**src/rtl/thread_scheduler.sv**
```systemverilog
// thread_scheduler: per-thread PC and run-state store plus the fetch-thread selector.
// Define THREAD_SCHED_SKIP_EN for skip-mode selection; leave undefined for a strict barrel rotation.
module thread_scheduler #(
    parameter int                       ADDRESS_WIDTH = 32,
    parameter int                       NUM_THREADS   = 8,
    parameter int                       BITS_THREADS  = $clog2(NUM_THREADS),
    parameter logic [ADDRESS_WIDTH-1:0] RESET_PC      = '0
) (
    input  logic                     clk,
    input  logic                     rst,
    input  logic                     stall_f,
    input  logic                     start_valid,
    input  logic [BITS_THREADS-1:0]  start_tid,
    input  logic [ADDRESS_WIDTH-1:0] start_pc,
    input  logic                     halt_valid,
    input  logic [BITS_THREADS-1:0]  halt_tid,
    input  logic                     park_valid,
    input  logic [BITS_THREADS-1:0]  park_tid,
    input  logic                     wake_valid,
    input  logic [BITS_THREADS-1:0]  wake_tid,
    input  logic                     redirect_valid_e,
    input  logic [BITS_THREADS-1:0]  tid_e,
    input  logic [ADDRESS_WIDTH-1:0] pc_target_e,
    output logic                     issue_valid_f,
    output logic [BITS_THREADS-1:0]  tid_f,
    output logic [ADDRESS_WIDTH-1:0] pc_f,
    output logic [ADDRESS_WIDTH-1:0] pc_plus4_f,
    output logic [NUM_THREADS-1:0]   run_mask,
    output logic [NUM_THREADS-1:0]   active_mask
);

    // Per-thread state
    //   state    | meaning
    //   T_IDLE   | not launched or halted; never fetches, ignores redirects
    //   T_RUN    | eligible for fetch selection
    //   T_PARKED | long-latency op outstanding; keeps its PC, waits for wake
    typedef enum logic [1:0] {
        T_IDLE   = 2'd0,
        T_RUN    = 2'd1,
        T_PARKED = 2'd2
    } thread_state_e;

    localparam logic [BITS_THREADS:0] NUM_W = (BITS_THREADS+1)'(NUM_THREADS);

    thread_state_e              state_q [NUM_THREADS];
    thread_state_e              state_d [NUM_THREADS];
    logic [ADDRESS_WIDTH-1:0]   pc_q    [NUM_THREADS];
    logic [ADDRESS_WIDTH-1:0]   pc_d    [NUM_THREADS];
    logic [BITS_THREADS-1:0]    last_tid_q;
    logic [BITS_THREADS-1:0]    last_tid_d;

    logic [BITS_THREADS-1:0]    sel_tid;
    logic                       sel_valid;
    logic                       issue_fire;

    logic [NUM_THREADS-1:0]     halt_hit;
    logic [NUM_THREADS-1:0]     park_hit;
    logic [NUM_THREADS-1:0]     wake_hit;
    logic [NUM_THREADS-1:0]     start_hit;
    logic [NUM_THREADS-1:0]     redir_hit;

    // (base + k) mod NUM_THREADS for k in 1..NUM_THREADS, valid for any thread count
    function automatic logic [BITS_THREADS-1:0] tid_offset(input logic [BITS_THREADS-1:0] base,
                                                            input int k);
        logic [BITS_THREADS:0] sum;
        sum = {1'b0, base} + (BITS_THREADS+1)'(k);
        if (sum >= NUM_W) begin
            sum = sum - NUM_W;
        end
        return sum[BITS_THREADS-1:0];
    endfunction

    always_comb begin
        sel_tid   = tid_offset(last_tid_q, 1);
        sel_valid = 1'b0;
`ifdef THREAD_SCHED_SKIP_EN
        // Walk farthest-to-nearest so the closest RUN thread after last_tid wins
        for (int k = NUM_THREADS; k >= 1; k--) begin
            if (state_q[tid_offset(last_tid_q, k)] == T_RUN) begin
                sel_tid   = tid_offset(last_tid_q, k);
                sel_valid = 1'b1;
            end
        end
`else
        sel_valid = (state_q[sel_tid] == T_RUN);
`endif
    end

    assign issue_fire = sel_valid && !stall_f;

    always_comb begin
`ifdef THREAD_SCHED_SKIP_EN
        last_tid_d = issue_fire ? sel_tid : last_tid_q;
`else
        last_tid_d = stall_f ? last_tid_q : sel_tid;
`endif
    end

    always_comb begin
        halt_hit  = '0;
        park_hit  = '0;
        wake_hit  = '0;
        start_hit = '0;
        redir_hit = '0;
        for (int i = 0; i < NUM_THREADS; i++) begin
            halt_hit[i]  = halt_valid       && (halt_tid  == BITS_THREADS'(i));
            park_hit[i]  = park_valid       && (park_tid  == BITS_THREADS'(i));
            wake_hit[i]  = wake_valid       && (wake_tid  == BITS_THREADS'(i));
            start_hit[i] = start_valid      && (start_tid == BITS_THREADS'(i));
            redir_hit[i] = redirect_valid_e && (tid_e     == BITS_THREADS'(i));
        end
    end

    always_comb begin
        for (int i = 0; i < NUM_THREADS; i++) begin
            state_d[i] = state_q[i];
            pc_d[i]    = pc_q[i];

            if (halt_hit[i]) begin
                state_d[i] = T_IDLE;
            end else if (park_hit[i] && state_q[i] == T_RUN) begin
                state_d[i] = T_PARKED;
            end else if (wake_hit[i] && state_q[i] == T_PARKED) begin
                state_d[i] = T_RUN;
            end else if (start_hit[i] && state_q[i] == T_IDLE) begin
                state_d[i] = T_RUN;
            end

            // A start overruled by a same-cycle halt does not load its PC either
            if (start_hit[i] && state_q[i] == T_IDLE && !halt_hit[i]) begin
                pc_d[i] = start_pc;
            end else if (redir_hit[i] && state_q[i] != T_IDLE) begin
                pc_d[i] = pc_target_e;
            end else if (issue_fire && sel_tid == BITS_THREADS'(i)) begin
                pc_d[i] = pc_q[i] + ADDRESS_WIDTH'(4);
            end
        end
    end

    always_ff @(posedge clk) begin
        if (rst) begin
            for (int i = 0; i < NUM_THREADS; i++) begin
                state_q[i] <= (i == 0) ? T_RUN : T_IDLE;
                pc_q[i]    <= RESET_PC;
            end
            last_tid_q <= BITS_THREADS'(NUM_THREADS - 1);
        end else begin
            for (int i = 0; i < NUM_THREADS; i++) begin
                state_q[i] <= state_d[i];
                pc_q[i]    <= pc_d[i];
            end
            last_tid_q <= last_tid_d;
        end
    end

    assign issue_valid_f = sel_valid;
    assign tid_f         = sel_tid;
    assign pc_f          = pc_q[sel_tid];
    assign pc_plus4_f    = pc_q[sel_tid] + ADDRESS_WIDTH'(4);

    always_comb begin
        run_mask    = '0;
        active_mask = '0;
        for (int i = 0; i < NUM_THREADS; i++) begin
            run_mask[i]    = (state_q[i] == T_RUN);
            active_mask[i] = (state_q[i] != T_IDLE);
        end
    end

endmodule

```
**config.mk**
```make
export PLATFORM = sky130hd
export DESIGN_NAME = thread_scheduler
export DESIGN_NICKNAME = d
export VERILOG_FILES = /design/src/rtl/thread_scheduler.sv
export SDC_FILE = /design/constraint.sdc
export NUM_CORES = 1
export LEC_CHECK = 0
export BUFFER_PORTS_ARGS = -buffer_cell sky130_fd_sc_hd__buf_2
export CORE_MARGIN = 2
export CORE_UTILIZATION = 30
export CTS_BUF_LIST = sky130_fd_sc_hd__clkbuf_16
export CTS_CLUSTER_DIAMETER = 120
export CTS_CLUSTER_SIZE = 8
export DETAILED_ROUTE_END_ITERATION = 10
export REMOVE_ABC_BUFFERS = 1
export SLEW_MARGIN = 15
export SYNTH_ARGS = -nofsm -noshare
export SYNTH_HDL_FRONTEND = slang
export SYNTH_SLANG_ARGS = --single-unit
```
**constraint.sdc**
```tcl
create_clock -name clk -period 5.5 [get_ports clk]
set_input_delay 1.375 -clock clk [delete_from_list [all_inputs] [get_ports clk]]
set_output_delay 1.375 -clock clk [all_outputs]
set_load 0.02 [all_outputs]
```
### After elaboration in Yosys (flattened, before gate mapping)

Memory sizes are Yosys's and may differ from the RTL's.
Cells that the tools add are included.

| word-level totals | value |
|---|---|
| bits in registers | 3 |
| latch bits | 0 |
| bits in writable memories | 272 |
| bits in read-only memories | 0 |
| bits of input ports | 87 |
| output and inout port bits | 84 |
| word-level logic and storage cells | 286 |
| memories kept | 2 |

| cells by class | value |
|---|---|
| $add $sub $neg | 11 |
| multiply operators | 0 |
| divide/modulo/power cells | 0 |
| magnitude comparators | 1 |
| eq/ne operators | 59 |
| shift operators | 0 |
| mux-type cells | 76 |
| bitwise logic cells | 16 |
| reductions and logical operators | 120 |

Memory list:

| memory | words | width | read ports | clocked after memory_dff | wr ports | RTL line | RTL |
|---|---|---|---|---|---|---|---|
| pc_q | 8 | 32 | 9 | 0 | 8 | 47 | `logic [ADDRESS_WIDTH-1:0] pc_q [NUM_THREADS];` |
| state_q | 8 | 2 | 9 | 0 | 8 | 45 | `thread_state_e state_q [NUM_THREADS];` |

Operators by type and width:

| kind | count |
|---|---|
| $mux 32 | 32 |
| $add 32x3->32 const B | 9 |
| $logic_and 1x1->1 | 89 |
| $mux 2 | 40 |
| $eq 3x3->1 const B | 24 |
| $eq 3x2->1 const B | 12 |
| $eq 2x1->1 const B | 9 |
| $eq 3x1->1 const B | 6 |
| $logic_not 3->1 | 6 |
| $eq 2x2->1 const B | 8 |
| $logic_not 2->1 | 8 |
| $or 1x1->1 | 16 |
| $reduce_bool 2->1 | 8 |
| $logic_not 1->1 | 9 |
| $add 3x1->4 const B | 1 |
| $ge 4x4->1 const B | 1 |
| $mux 1 | 3 |
| $mux 3 | 1 |
| $sub 3x1->3 const B | 1 |

### Longest topological paths before layout

An unclocked memory read counts as a cell.

| logic depth | value |
|---|---|
| depth after elaboration | 11 |
| mapped depth | 17 |
| gate-level depth less buffers | 10 |

### Worst setup path after synthesis

OpenSTA, ideal clock, no wires.

| timing | value |
|---|---|
| kind | register to output |
| start point | register last_tid_q[0] |
| end point | output port pc_plus4_f[30] |
| arrival time | 4.112 ns |
| required time | 4.125 ns |
| path slack | 0.013 ns |
| cell stages (with the launch flop) | 16 |
| buffers on the path | 6 |
| cells stage by stage | dfxtp_1 -> buf_6 -> buf_12 -> buf_12 -> inv_1 -> ha_1 -> buf_2 -> inv_1 -> buf_2 -> buf_2 -> nor2_2 -> a22o_1 -> a221oi_1 -> nand2_1 -> nor4_2 -> xor2_1 |

| between the ends | value |
|---|---|
| longest elaborated chain between the ends | 5 |

Ends and longest elaborated chain:

| item | RTL line | RTL |
|---|---|---|
| start, declared | 49 | `logic [BITS_THREADS-1:0] last_tid_q;` |
| start signal, assigned | 146 | `last_tid_q <= BITS_THREADS'(NUM_THREADS - 1);` |
| start signal, assigned | 152 | `last_tid_q <= last_tid_d;` |
| $add 3x1->4 (*) | 66 | `sum = {1'b0, base} + (BITS_THREADS+1)'(k);` |
| $ge 4x4->1 or $sub 3x1->3 (tied branches) | 67, 68 |  |
| $mux 3 (*) | 67 | `if (sum >= NUM_W) begin` |
| named net tid_f[0] | 25 | `output logic [BITS_THREADS-1:0] tid_f,` |
| $mem_v2 8x32 (*) | - |  |
| named net pc_f[28] | 26 | `output logic [ADDRESS_WIDTH-1:0] pc_f,` |
| $add 32x3->32 (*) | 159 | `assign pc_plus4_f = pc_q[sel_tid] + ADDRESS_WIDTH'(4);` |
| end, declared | 27 | `output logic [ADDRESS_WIDTH-1:0] pc_plus4_f,` |

The timed path passes the listed nets; every way through them passes the cells marked *.

### Final worst setup path

| timing | value |
|---|---|
| start point | register last_tid_q[1] |
| end point | output port pc_plus4_f[31] |

| between the ends | value |
|---|---|
| longest elaborated chain between the ends | 5 |

Ends and longest elaborated chain:

| item | RTL line |
|---|---|
| $add 3x1->4 (*) | 66 |
| $ge 4x4->1 or $sub 3x1->3 (tied branches) | 67, 68 |
| $mux 3 (*) | 67 |
| $mem_v2 8x32 (*) | - |
| $add 32x3->32 (*) | 159 |

Every way passes the cells marked *; elsewhere a longest branch is shown, timed or not.

==> flow_summary.toml <==
[global_route]
antenna_found_initial = 11
grt_pass1_wl_mm = 144
first_global_vias = 21600
grt_overflow = 0
grt_start_max_net_pins = 97
grt_usage_pct = 25.9

[floorplanning]
ios = 171
num_rows = 97
die_area_um2 = 73400
start_util_pct = 30.4
die_h_um = 271
die_w_um = 271
fp.coreArea_um2 = 70300

[sta]
tightest_slew_ns = 1.04
finalSetupViolations = 0
tns_ns = 0
period_minus_slack_ns = 5.30
whs_ns = 0.488
grt_setup_unrepaired = "no"
slew-limit-headroom_pct = 30.4
finalHoldViolCount = 0
skew_ns = 0.0180
fmax_mhz = 189
slew_viol_final = 0
period_share_pct = 96.3
fin_ws_ns = 0.203

[synthesis]
synth_seq_cells = 275
synth_edf_count = 0
yosysWarnings = 0
synth_top_flop_cell = "dfxtp_1"
synthCells = 2888
synth_seq_area_share_pct = 25.8
synthArstFlopShare_pct = 0
netlist_area_um2 = 21400
syn_avg_cell_area_um2 = 7.40
yosysUniqueCellTypes = 79

[cts]
cts_buffer_depth = 3
clkLatencyLatePin_ns = 0.58
cts_tree = "built"
cts-htree-levels = 2
cts_hold_buf = 0
clock_sinks = 275
cts_root_buf = "clkbuf_16"
clkTransAtPathRegs_ns = 0.06
numCtsBuffers = 40

[critical_path]
arrival_ns = 3.92
worst-path-buf-inv = 4
worst_r2r_path_depth = 11
worst_path_largest_cell_delay_ns = 0.56
crit_path_frequent_cell = "inv_1"
cp-start-kind = "flop"
reg2reg_slack_ns = 1.58
cp.required_ns = 4.12
crit_type = "flop to primary output"
cp_top_family = "simple AND/OR/NAND/NOR gates"
cp_cell_sequence = "inv_1 -> ha_2 -> inv_1 -> buf_12 -> mux4_2 -> a211oi_2 -> and3b_2 -> nand3_1 -> nor4_2 -> xor2_1 -> buf_2"
cpMaxStageDelayCell = "mux4_2"
timing.rr.start = "last_tid_q[1]"
cp-end-kind = "primary output"
r2r-end = "pc_q[1][6]"
critPathMaxFanout = 19

[routing]
avgRoutedWirePerCell_um = 25.7
top_layer = "met5"
drt_iter0_markers = 3319
vias_per_cell = 6.16
route.detailed.drc = 0
totalWireLength_mm = 99.0
met2_length_mm = 43.4
ant_nets = 0
drt_pass1_iterations = 8
wl_met3_mm = 11.6
via_count = 23700
wl_met1_mm = 38.4

[min_path]
hp-start = "pc_q[7][1]"
worstHoldPathCells = 2
hold_path_class = "flop to flop"
hold_end = "pc_q[7][1]"

[final_layout]
syn_to_final_growth_pct = 12.5
final_common_cell = "nor2_1"
final_cell_mix = "nor2_1, nand2_1, dfxtp_1"
finalNonFillerCells = 3846
fin_nets = 3003
drive_gt1_share_pct = 14.3
n_fill_cell = 7439

[power]
ir_drop_mv = 0.172
power_w = 0.00581
p_per_area_nw_per_um2 = 242
leakagePower_nw = 8.19

[placement]
gp_congestion = 0.957
io_buffers = 170
place_worst_setup_slack_ns = 0.583
dp_hpwl_mm = 70.7
dp.cells = 3799

[run]
max_cap_viol_count = 0

[outcome]
status = "completed"
[tightest hold or removal path: cells and delay by family, from the launching register on]
kind            cells  cell delay (ns)
flops               1             0.30
compound gates      1             0.08
simple gates        1             0.05
[Yosys cell counts, types with 12 or more instances]
master / n / share of area, %
mux2_2: 25 / 1.3
mux2i_1: 35 / 1.6
nor2_1: 363 / 6.4
a22oi_1: 66 / 2.3
clkbuf_2: 22 / 0.52
xnor2_1: 98 / 4.0
nand3_1: 132 / 3.1
mux4_2: 45 / 4.7
and4_1: 27 / 1.1
a311oi_1: 19 / 0.78
nand4_1: 49 / 1.4
a221oi_1: 18 / 0.74
ha_1: 14 / 0.82
o31ai_1: 23 / 0.81
inv_1: 41 / 0.72
o21ai_0: 146 / 3.4
nor3_1: 152 / 3.6
a31oi_1: 16 / 0.47
and3_1: 46 / 1.3
xor2_1: 71 / 2.9
or3_1: 19 / 0.56
and2_1: 12 / 0.35
nor4_1: 30 / 0.88
clkbuf_1: 215 / 3.8
dfxtp_1: 275 / 26
a211oi_1: 209 / 7.3
o211ai_1: 26 / 0.91
a21oi_1: 168 / 3.9
nand2_1: 276 / 4.8
buf_2: 12 / 0.28
a22o_1: 21 / 0.86
nor2b_1: 28 / 0.82
buf_1: 15 / 0.26
[kinds of logic (layout without fill, tap and decap cells)]
family	after synthesis	after routing	share of synthesized area (%)
compound gates	798	798	25.1
xor+xnor	170	170	7.00
fa+ha+maj	14	14	0.820
buf+inv	321	338	6.43
flops	275	275	25.8
mux	106	106	7.82
other cells	0	1	0
simple gates	1204	1204	27.1
[worst max-delay path by stage]
stage	depth (start not counted)	end	start	slack, ns
3_5_place_dp	10	pc_plus4_f[28]	last_tid_q[1]	0.58
2_1_floorplan	9	pc_plus4_f[28]	last_tid_q[0]	-3.88
6_report	11	pc_plus4_f[31]	last_tid_q[1]	0.20
5_1_grt	11	pc_plus4_f[30]	last_tid_q[1]	0.0008
4_1_cts	11	pc_plus4_f[29]	last_tid_q[1]	0.07
3_3_place_gp	10	pc_plus4_f[26]	last_tid_q[1]	0.64
[metal layers]
layer / GRT usage, % / vias up
met2: 39.9 / 1440
met4: 13.5 / 18
met3: 5.80 / 290
met5: 0 / -
li1: - / 10700
met1: 33.9 / 11200
[metrics by stage]
stage	instance area, um^2	utilization [%]
finish	24000	34.2
global route	24000	34.2
CTS	24000	34.2
detailed placement	23000	32.7
global placement	23000	32.7
floorplan	20200	-
[where the power goes]
group	internal (W)	leakage (nW)	switching, W	total (W)
sequential	0.00207	2.23	0.000129	0.00220
clock	0.00131	0.520	0.000995	0.00231
combinational	0.000448	5.44	0.000860	0.00131
[area by class of cell]
class	count	area [um^2]	area share, %
antenna	1	2.50	0.0104
clock buffer	41	1030	4.27
clock inverter	4	28.8	0.120
inverter	42	158	0.656
multi-input combinational	2292	14600	60.9
sequential	275	5510	22.9
tap	940	1180	4.89
timing repair buffer	251	1510	6.29
[sequential cells by signal (all words and copies together) (netlist names)]
register	cells
last_tid_q	3
state_q	16
pc_q	256
[timing repair]
item                       in CTS  in global routing
buffers inserted                0                  1
gates resized for setup         1                  5
setup endpoints to repair       3                 13
No activity file was read; power rests on OpenSTA's default activity.
